--- src/rtl/exu_cmt_sched.sv ---
// Commit scheduler: an order FIFO records ALU/LSU dispatch order, and commit
// requests are granted strictly in that order into one registered output slot.
module exu_cmt_sched #(
  parameter int unsigned DEPTH      = 4,
  parameter int unsigned PC_SIZE    = 32,
  parameter int unsigned INSTR_SIZE = 32,
  parameter int unsigned XLEN       = 32
) (
  input  logic                  clk,
  input  logic                  rst,

  input  logic                  disp_valid,
  output logic                  disp_ready,
  input  logic                  disp_src,
  input  logic                  flush,

  input  logic                  alu_cmt_valid,
  output logic                  alu_cmt_ready,
  input  logic [PC_SIZE-1:0]    alu_cmt_pc,
  input  logic [INSTR_SIZE-1:0] alu_cmt_instr,
  input  logic [XLEN-1:0]       alu_cmt_imm,
  input  logic                  alu_cmt_bjp,
  input  logic                  alu_cmt_ebreak,
  input  logic                  alu_cmt_bjp_prdt,

  input  logic                  lsu_cmt_valid,
  output logic                  lsu_cmt_ready,
  input  logic [PC_SIZE-1:0]    lsu_cmt_pc,
  input  logic [INSTR_SIZE-1:0] lsu_cmt_instr,

  output logic                  cmt_o_valid,
  input  logic                  cmt_o_ready,
  output logic [PC_SIZE-1:0]    cmt_o_pc,
  output logic [INSTR_SIZE-1:0] cmt_o_instr,
  output logic [XLEN-1:0]       cmt_o_imm,
  output logic                  cmt_o_bjp,
  output logic                  cmt_o_ebreak,
  output logic                  cmt_o_bjp_prdt,
  output logic                  cmt_o_src,

  output logic                  oitf_empty,
  output logic                  oitf_full
);

  localparam int unsigned PW = $clog2(DEPTH);
  localparam int unsigned CW = PW + 1;

  logic [DEPTH-1:0] fifo;
  logic [PW-1:0]    rptr;
  logic [PW-1:0]    wptr;
  logic [CW-1:0]    cnt;
  logic [CW-1:0]    cnt_nxt;

  logic head;
  logic out_free;
  logic push;
  logic pop;
  logic alu_grant;
  logic lsu_grant;

  assign oitf_empty = (cnt == '0);
  assign oitf_full  = (cnt == CW'(DEPTH));
  assign head       = fifo[rptr];
  assign out_free   = !cmt_o_valid | cmt_o_ready;

  // disp_ready already excludes the full case, so a pop cannot make room
  // for a push in the same cycle.
  assign disp_ready = !oitf_full & !flush;
  assign push       = disp_valid & disp_ready;

  assign alu_cmt_ready = out_free & !oitf_empty & !head & !flush;
  assign lsu_cmt_ready = out_free & !oitf_empty &  head & !flush;
  assign alu_grant     = alu_cmt_valid & alu_cmt_ready;
  assign lsu_grant     = lsu_cmt_valid & lsu_cmt_ready;
  assign pop           = alu_grant | lsu_grant;

  always_comb begin
    cnt_nxt = cnt;
    case ({push, pop})
      2'b10:   cnt_nxt = cnt + CW'(1);
      2'b01:   cnt_nxt = cnt - CW'(1);
      default: cnt_nxt = cnt;
    endcase
  end

  always_ff @(posedge clk or negedge rst) begin
    if (!rst) begin
      fifo <= '0;
      rptr <= '0;
      wptr <= '0;
      cnt  <= '0;
    end else if (flush) begin
      rptr <= '0;
      wptr <= '0;
      cnt  <= '0;
    end else begin
      if (push) begin
        fifo[wptr] <= disp_src;
        wptr       <= wptr + PW'(1);
      end
      if (pop) begin
        rptr <= rptr + PW'(1);
      end
      cnt <= cnt_nxt;
    end
  end

  always_ff @(posedge clk or negedge rst) begin
    if (!rst) begin
      cmt_o_valid    <= 1'b0;
      cmt_o_pc       <= '0;
      cmt_o_instr    <= '0;
      cmt_o_imm      <= '0;
      cmt_o_bjp      <= 1'b0;
      cmt_o_ebreak   <= 1'b0;
      cmt_o_bjp_prdt <= 1'b0;
      cmt_o_src      <= 1'b0;
    end else if (alu_grant) begin
      cmt_o_valid    <= 1'b1;
      cmt_o_pc       <= alu_cmt_pc;
      cmt_o_instr    <= alu_cmt_instr;
      cmt_o_imm      <= alu_cmt_imm;
      cmt_o_bjp      <= alu_cmt_bjp;
      cmt_o_ebreak   <= alu_cmt_ebreak;
      cmt_o_bjp_prdt <= alu_cmt_bjp_prdt;
      cmt_o_src      <= 1'b0;
    end else if (lsu_grant) begin
      cmt_o_valid    <= 1'b1;
      cmt_o_pc       <= lsu_cmt_pc;
      cmt_o_instr    <= lsu_cmt_instr;
      cmt_o_imm      <= '0;
      cmt_o_bjp      <= 1'b0;
      cmt_o_ebreak   <= 1'b0;
      cmt_o_bjp_prdt <= 1'b0;
      cmt_o_src      <= 1'b1;
    end else if (cmt_o_ready) begin
      cmt_o_valid <= 1'b0;
    end
  end

endmodule

--- config.mk ---
export PLATFORM = sky130hd
export DESIGN_NAME = exu_cmt_sched
export DESIGN_NICKNAME = d
export VERILOG_FILES = /design/src/rtl/exu_cmt_sched.sv
export SDC_FILE = /design/constraint.sdc
export NUM_CORES = 1
export LEC_CHECK = 0
export ABC_AREA = 1
export BUFFER_PORTS_ARGS = -buffer_cell sky130_fd_sc_hd__buf_2
export CORE_ASPECT_RATIO = 0.8
export CORE_UTILIZATION = 49
export DETAILED_ROUTE_END_ITERATION = 8
export PLACE_DENSITY = 0.86
export SLEW_MARGIN = 40
export SYNTH_ARGS = -nofsm -noshare
export SYNTH_HDL_FRONTEND = slang
export SYNTH_SLANG_ARGS = --single-unit
export TNS_END_PERCENT = 5
--- constraint.sdc ---
create_clock -name clk -period 5.2 [get_ports clk]
set_input_delay 0.78 -clock clk [delete_from_list [all_inputs] [get_ports clk]]
set_output_delay 0.78 -clock clk [all_outputs]
set_load 0.01 [all_outputs]
Yosys cells after proc, flatten, opt, wreduce, memory -nomap -nowiden
Cells that the tools add are included.
{"block": "word_totals", "in_bits": 171, "regBits": 112}
{"block": "op_classes", "n_mux": 26, "eq_ne": 3, "order_cmp": 3, "n_reduce_logical": 13, "bitwise": 12, "n_addsub": 4}
{"op": "$mux W32", "count": 6}
{"op": "$mux W1", "count": 11}
{"op": "$and A1 B1 Y1", "count": 9}
{"op": "$mux W2", "count": 4}
{"op": "$lt A2 B3 Y1 const B", "count": 2}
{"op": "$pmux W3 S2", "count": 1}
{"op": "$reduce_bool A2 Y1", "count": 3}
{"op": "$reduce_bool A3 Y1", "count": 2}
{"op": "$logic_not A1 Y1", "count": 5}
{"op": "$add A2 B1 Y2 const B", "count": 2}
{"op": "$bwmux W4", "count": 1}
{"op": "$add A3 B1 Y3 const B", "count": 1}
{"op": "$eq A3 B3 Y1 const B", "count": 1}
{"op": "$logic_not A3 Y1", "count": 1}
{"op": "$mux W3", "count": 1}
{"op": "$sub A3 B1 Y3 const B", "count": 1}
{"op": "$bmux W1 S2", "count": 1}
{"op": "$demux W1 S2", "count": 1}
{"op": "$eq A2 B1 Y1 const B", "count": 1}
{"op": "$eq A2 B2 Y1 const B", "count": 1}
{"op": "$ge A2 B1 Y1 const B", "count": 1}
{"op": "$or A1 B1 Y1", "count": 2}
{"op": "$reduce_and A2 Y1", "count": 1}
{"op": "$logic_and A1 B1 Y1", "count": 1}
{"op": "$not A1 Y1", "count": 1}

Depth between registers and ports, before layout
Gate-level depths: netlist of run 1.
{"block": "depth", "word_depth": 10, "ltp_mapped": 16, "mapped_depth_nobuf": 16}

Least setup slack after synthesis of run 1
OpenSTA, ideal clock, no wires.
{"block": "synth_path", "kind": "input to register", "startpoint": "input cmt_o_ready", "endpoint": "register cnt[2]", "arrival_time_ps": 2201, "required_ps": 5083, "slack_ps": 2882, "stages": 15, "cell_sequence": "inv_1 nand2_1 nand2_2 nor2_2 nand3_2 nand2_2 nand2_1 inv_1 fa_1 xnor2_1 inv_1 nand2_1 nand2_1 nand2_1 nand2_1"}
{"block": "synth_between", "elab_chain_cells": 9}
{"element": "from (decl)", "line_no": "32", "text": "input logic cmt_o_ready,"}
{"element": "$or A1 B1 Y1 *", "line_no": "64", "text": "assign out_free = !cmt_o_valid | cmt_o_ready;"}
{"element": "$and A1 B1 Y1 *", "line_no": "71, 72"}
{"element": "$and A1 B1 Y1 (on tied branches) (2 in series)", "line_no": "71, 72"}
{"element": "$and A1 B1 Y1 (on tied branches)", "line_no": "73, 74"}
{"element": "$or A1 B1 Y1 *", "line_no": "75", "text": "assign pop = alu_grant | lsu_grant;"}
{"element": "$eq A2 B1 Y1 / $eq A2 B2 Y1 (equally long branches)", "line_no": "79", "text": "case ({push, pop})"}
{"element": "$pmux W3 S2", "line_no": "79"}
{"element": "$mux W3", "line_no": "92", "text": "end else if (flush) begin"}
{"element": "to (signal assigned)", "line_no": "104", "text": "cnt <= cnt_nxt;"}
{"element": "to (decl)", "line_no": "51", "text": "logic [CW-1:0] cnt;"}
Mark *: on every way between the ends. The rest lies on a longest branch, timed or not.
A chain may end at the register's enable or synchronous reset.

Worst setup path in the final report of run 1
{"block": "layout_path", "startpoint": "input flush", "endpoint": "output alu_cmt_ready"}
{"block": "layout_between", "elab_chain_cells": 2}
{"element": "from (decl)", "line_no": "15", "text": "input logic flush,"}
{"element": "$logic_not A1 Y1", "line_no": "71", "text": "assign alu_cmt_ready = out_free & !oitf_empty & !head & !flush;"}
{"element": "$and A1 B1 Y1", "line_no": "71"}
{"element": "to (decl)", "line_no": "18", "text": "output logic alu_cmt_ready,"}
No other way between the ends.

==> impl_metrics.yaml, run 1 <==
floorplan:
  die-height_um: 94.9
  coreArea_um2: 10400
  initial_core_util_pct: 51.0
  die_x_um: 118
  fp.dieArea_um2: 11200
  ios: 277
  rows: 33
timing:
  rsz0062_at_grt: "no"
  worst_slack_ns: 2.62
  hold_ws_ns: 0.438
  relSlewSlack_pct: 48.0
  fmax_mhz: 387
  setup_tns_ns: 0
  timing.final.crit_share_pct: 49.7
  fin_skew_ns: 0.00793
  period_needed_ns: 2.58
  hold_viol_final: 0
  tightest_slew_ns: 0.781
  setup_viol: 0
  slew_viol_final: 0
synth:
  syn_nets: 842
  synth_area_um2: 5290
  synth_seq_cells: 112
  syn_inst: 666
  ys_types: 25
  seq_area_frac_synth_pct: 53.0
  ys_warn_count: 0
  synth_area_per_cell_um2: 7.94
placement:
  hpwl_mm: 10.1
  place_congestion: 0.831
  placed_cells: 1047
  place_area_um2: 6680
  io_buffers: 276
  dp_slack_ns: 2.51
layout:
  n_antenna_cell: 0
  final_cell_area_um2: 6960
  area_growth_pct: 31.7
  nNetsFinal: 1094
  final-instance-count-excl-fill: 1061
  drive_gt1_share_pct: 33.1
power_and_ir_drop:
  p_per_area_nw_per_um2: 523
  leakage_nw: 4.23
  ir_drop_mv: 0.324
detailed_routing:
  routed_wirelength_mm: 13.7
  drt-initial-drc-count: 262
  drc: 0
  dr.pass1.iters: 5
  drtAntennaViolNets: 0
  wl_per_cell_um: 12.9
  route.vias.total: 5068
  viasPerCell: 4.78
global_route:
  grt_max_degree: 130
  grt_pass1_vias: 4581
  grt_pass1_wl_mm: 21.7
  gr-total-overflow: 0
  antenna_found_initial: 0
  grt_usage_pct: 24.6
setup_path:
  slowest_stage: "buf_4"
  crit_chain: "buf_2 > inv_2 > nand2_2 > nor3_4 > buf_4 > buf_2"
  cp_slowest_stage_delay_ns: 0.33
  crit_fanout: 36
  path_common_cell: "buf_2"
  cp.required_ns: 4.42
  end_kind: "primary output"
  critical_path_class: "in -> out"
  crit_path_start_kind: "input port"
  worst_ep_arrival_time_ns: 1.80
run_status:
  outcome: "complete, no violations"
clock_network:
  clk_latency_ns: 0.34
  clock-sinks: 112
  holdBufCountCts: 0
  post-cts-setup-buffers: 0
  root_buffer: "clkbuf_16"
  numCtsBuffers: 9
  cts_buffer_depth: 2
  path_clk_slew_ns: 0.07
  htree_levels: 3
  cts_tree: "yes"
  cts_resized: 0
flow_run:
  max-cap-violations: 0
worst_hold_path:
  hp-class: "in -> async"
report_power, final:
group	internal [mW]	total, mW	switching [mW]
Clock	0.367	0.665	0.298
Sequential	1.28	1.52	0.238
Combinational	0.578	1.46	0.883
Total	2.22	3.64	1.42
area by class of cell:
cell class / count / area [um2]
timing repair buffer: 281 / 1430
multi-input combinational: 433 / 1970
fill: 891 / 3400
tap: 140 / 175
clock buffer: 10 / 229
clock inverter: 4 / 47.5
sequential: 112 / 2800
inverter: 81 / 309
routing by layer:
layer  routed length, um  GRT usage, %  up-vias
met5                   0             0        -
met4                 227          7.48        0
met3                 994          6.82       20
met2                6510          40.5      175
met1                5940          32.0     2290
li1                    -             -     2583
final timing paths:
path | slack (ns) | cells past startpoint | to | start
worst max register to register | 2.84 | 15 | cnt[2] | cnt[0]
worst min register to register | 0.47 | 2 | cmt_o_imm[25] | cmt_o_imm[25]
max in group asynchronous | 3.80 | 2 | cmt_o_instr[9] | rst
worst max-delay path | 2.62 | 6 | alu_cmt_ready | flush
min in group clk | 0.47 | 2 | cmt_o_imm[25] | cmt_o_imm[25]
worst min-delay path | 0.44 | 1 | cmt_o_imm[5] | rst
critical path, delay by kind of cell:
family,cells,cell delay [ns]
buf+inv,4,0.76
simple gates,2,0.25
cell usage in the layout (no fill, tap or decap), drive strengths merged, types with 3 or more instances in the layout:
cell	instances
clkbuf	10
nand4	3
inv	81
nor2	5
buf	281
ha	4
nand2	237
nand3	42
o21ai	134
dfrtp	112
flip-flops by register name, summed over array words and instances, names as in the netlist:
name	cells
fifo	4
cmt_o_bjp	1
cmt_o_imm	32
cmt_o_src	1
cmt_o_pc	32
cmt_o_bjp_prdt	1
cnt	3
rptr	2
cmt_o_ebreak	1
cmt_o_instr	32
cmt_o_valid	1
wptr	2
stage by stage:
| stage | power (mW) | utilization, % |
|---|---|---|
| floorplan | 2.38 | - |
| finish | 3.64 | 67.2 |
| global placement | 2.95 | 64.4 |
| CTS | 3.67 | 67.2 |
| global route | 3.93 | 67.2 |
| detailed placement | 3.00 | 64.5 |
cell families (layout without fill, tap and decap cells):
logic type,after synthesis,in the layout,share of synthesized area (%)
adders and majority gates,5,5,1.33
and+or+nand+nor,290,290,22.6
buffers and inverters,121,376,9.89
xor gates and xnor gates,1,1,0.166
AOI/OAI and AO/OA,137,137,13.0
DFF,112,112,53.0
synth_stat cells, drive strengths merged:
| cell type | count | area share (%) |
|---|---|---|
| and3 | 1 | 0.12 |
| nand4 | 3 | 0.36 |
| nor2 | 5 | 0.54 |
| buf | 24 | 3.0 |
| clkbuf | 16 | 1.2 |
| nand3 | 42 | 4.2 |
| fa | 1 | 0.38 |
| a21oi | 2 | 0.19 |
| xnor2 | 1 | 0.17 |
| ha | 4 | 0.95 |
| dfrtp | 112 | 53 |
| nor3 | 2 | 0.40 |
| o21ai | 134 | 13 |
| inv | 81 | 5.8 |
| nand2 | 237 | 17 |
| a22o | 1 | 0.17 |
(Power assumes the default switching activity.)
==> inputs of run 2 (changes only) <==
--- a/config.mk
+++ b/config.mk
@@ -5,12 +5,12 @@
 export SDC_FILE = /design/constraint.sdc
 export NUM_CORES = 1
 export LEC_CHECK = 0
-export ABC_AREA = 1
+export ABC_AREA = 0
 export BUFFER_PORTS_ARGS = -buffer_cell sky130_fd_sc_hd__buf_2
 export CORE_ASPECT_RATIO = 0.8
-export CORE_UTILIZATION = 49
+export CORE_UTILIZATION = 40
 export DETAILED_ROUTE_END_ITERATION = 8
-export PLACE_DENSITY = 0.86
+export PLACE_DENSITY = 0.77
 export SLEW_MARGIN = 40
 export SYNTH_ARGS = -nofsm -noshare
 export SYNTH_HDL_FRONTEND = slang
==> constraint.sdc (replaced) <==
create_clock -name clk -period 2.2 [get_ports clk]
set_input_delay 0.33 -clock clk [delete_from_list [all_inputs] [get_ports clk]]
set_output_delay 0.33 -clock clk [all_outputs]
set_load 0.01 [all_outputs]
==> run 2 against run 1 <==
Against the previous run:
- the run now ends with design-rule violations, negative setup slack left
- critical path depth up 2
- non-clock buffer count rose by 18
- sequential share of layout area up 0.80 points
- sequential cell count unchanged
- sequential power up 130%
- via count decreased by 10%
- critical path type is now reg -> reg
==> impl_metrics.yaml, run 2 <==
placement:
  place_congestion: 0.801
  placed_cells: 901
  io_buffers: 276
  place_area_um2: 6490
  hpwl_mm: 9.63
clock_network:
  cts_buffer_depth: 2
  cts_tree: "yes"
  numCtsBuffers: 9
  root_buffer: "clkbuf_16"
  clk_latency_ns: 0.34
  htree_levels: 3
  path_clk_slew_ns: 0.07
  clock-sinks: 112
power_and_ir_drop:
  ir_drop_mv: 0.589
  power_mw: 9.10
  p_per_area_nw_per_um2: 1330
  leakage_nw: 3.50
layout:
  nFillCells: 1025
  multiInputGateArea_um2: 1890
  final_cell_area_um2: 6830
  drive_gt1_share_pct: 43.0
  area_growth_pct: 39.5
  nNetsFinal: 943
  n_antenna_cell: 0
  final-instance-count-excl-fill: 920
  layout_common_cells: "buf_2 (274), nand2_1 (135), dfrtp_1 (112), nor2_1 (67), a31oi_1 (64)"
  top_regs: "cmt_o_imm: 32 flops, cmt_o_instr: 32 flops, cmt_o_pc: 32 flops"
  layout_commonest_cell: "buf_2"
  regArea_um2: 2800
setup_path:
  worst_ep_arrival_time_ns: 2.86
  timing.rr.end: "cnt[2]"
  r2r_setup_slack_ns: -0.39
  cp.required_ns: 2.47
  end_kind: "register"
  r2r-start: "rptr[0]"
  crit_path_start_kind: "register"
  reg2reg_depth: 8
  critical_path_class: "reg -> reg"
  crit_fanout: 2
flow_run:
  max-cap-violations: 0
run_status:
  outcome: "finished with violations"
  violations: "design-rule violations, negative setup slack"
synth:
  synth_area_per_cell_um2: 9.92
  yosysTopAreaCell: "dfrtp_1"
  ys_types: 29
  synthArstFlopShare_pct: 100
  ys_warn_count: 0
  seq_area_frac_synth_pct: 57.3
  synth_area_um2: 4890
  synth-edff-count: 0
  syn_inst: 493
  synthTopCellsByCount: "nand2_1 (137), dfrtp_1 (112), nor2_1 (68), a31oi_1 (64), a22o_1 (35)"
  syn_nets: 669
  synthTopCellsByArea: "dfrtp_1 (57%), nand2_1 (11%), a31oi_1 (8.2%), a22o_1 (6.3%), nor2_1 (5.2%)"
  synth_seq_cells: 112
  synth_top_area_share_pct: 57.3
  synth_ff_type: "dfrtp_1"
  yosysMostFrequentCell: "nand2_1"
timing:
  rsz0062_at_grt: "yes"
  period_needed_ns: 2.59
  hold_viol_final: 0
  hold_ws_ns: 0.202
  relSlewSlack_pct: 59.7
  setup_tns_ns: -8.41
  fin_skew_ns: 0.00631
  tightest_slew_ns: 0.604
  slew_viol_final: 0
  timing.final.crit_share_pct: 118
  fmax_mhz: 386
  worst_slack_ns: -0.391
  setup_viol: 67
floorplan:
  coreArea_um2: 11700
  fp.dieArea_um2: 12700
  ios: 277
  initial_core_util_pct: 41.8
  die-height_um: 101
  die_x_um: 126
  rows: 35
detailed_routing:
  dr.pass1.iters: 9
  viasPerCell: 4.93
  drc: 17
  drt-initial-drc-count: 221
  drtAntennaViolNets: 0
  routed_wirelength_mm: 13.3
  route.vias.total: 4540
  wl_per_cell_um: 14.4
worst_hold_path:
  hp-class: "in -> reg"
  worstHoldPathCells: 2
  holdCritStartpoint: "alu_cmt_imm[8]"
  whs_endpoint: "cmt_o_imm[8]"
global_route:
  grt_usage_pct: 21.3
  grt_pass1_vias: 4459
  gr-total-overflow: 0
  grt_pass1_wl_mm: 21.6
  grt_max_degree: 107
  antenna_found_initial: 0
-- run 2: cell count changes after synthesis, moves of 5 or more --
cell / change
a31oi_1: +64
clkbuf_1: -6
nor2_1: +65
mux2_2: +5
a22o_1: +34
nand2_1: -97
o21ai_1: -25
nand3_1: -40
o21ai_0: -107
inv_1: -75
-- run 2: final cells by class --
type                       count  share of cell area (%)
tap                          148                    2.71
inverter                       3                   0.165
multi-input combinational    342                    27.8
sequential                   112                    41.1
clock buffer                   9                    3.30
clock inverter                 7                   0.807
timing repair buffer         299                    24.2
-- run 2: through the flow --
stage	utilization, %	setup WS (ns)
after floorplan	-	-0.519
after global placement	55.5	-0.331
after detailed placement	55.5	-0.401
after CTS	58.1	-0.421
after global routing	58.4	-0.490
final	58.4	-0.391
-- run 2: cells by family after synthesis --
logic type	share of synthesized area, %
AO/OA/AOI/OAI	15.0
flip-flops	57.3
multiplexers	2.53
adder cells (fa/ha/maj)	1.43
XOR/XNOR	0.742
buffers and inverters	4.83
AND/OR/NAND/NOR	18.2
-- run 2: worst max-delay path by stage --
| stage | startpoint | to | slack [ns] |
|---|---|---|---|
| 5_1_grt | rptr[0] | cnt[2] | -0.49 |
| 3_5_place_dp | rptr[0] | cnt[2] | -0.40 |
| 2_1_floorplan | rptr[0] | cnt[2] | -0.52 |
| 6_report | rptr[0] | cnt[2] | -0.39 |
| 3_3_place_gp | rptr[0] | cnt[2] | -0.33 |
| 4_1_cts | rptr[0] | cnt[2] | -0.42 |
-- run 2: layer usage --
| metal | vias up | share of wire [%] | track usage, % |
|---|---|---|---|
| li1 | 2231 | - | - |
| met5 | - | 0 | 0 |
| met1 | 2116 | 42 | 25.8 |
| met3 | 14 | 7.6 | 6.85 |
| met4 | 0 | 1.2 | 4.88 |
| met2 | 179 | 49 | 36.9 |
-- run 2: report_power, final --
part / internal [mW] / leakage [nW] / total (mW) / switching [mW]
clock network: 0.781 / 0.138 / 1.54 / 0.762
registers: 3.03 / 1.33 / 3.55 / 0.521
logic: 1.88 / 2.03 / 4.01 / 2.13
-- run 2: critical path: stages (launching register included) --
cell	delay [ns]
dfrtp_1	0.38
mux4_2	0.55
mux2_4	0.34
nand2_4	0.08
nor2_4	0.03
fa_2	0.36
or4bb_1	0.49
o21ai_2	0.08
mux2i_1	0.19
-- run 2: what timing repair did --
action,in CTS,in global routing
buffers inserted,0,2
hold buffers,1,0
hold endpoints to repair,6,0
gates resized for setup,2,4
setup endpoints to repair,3,41
pin swaps,0,22
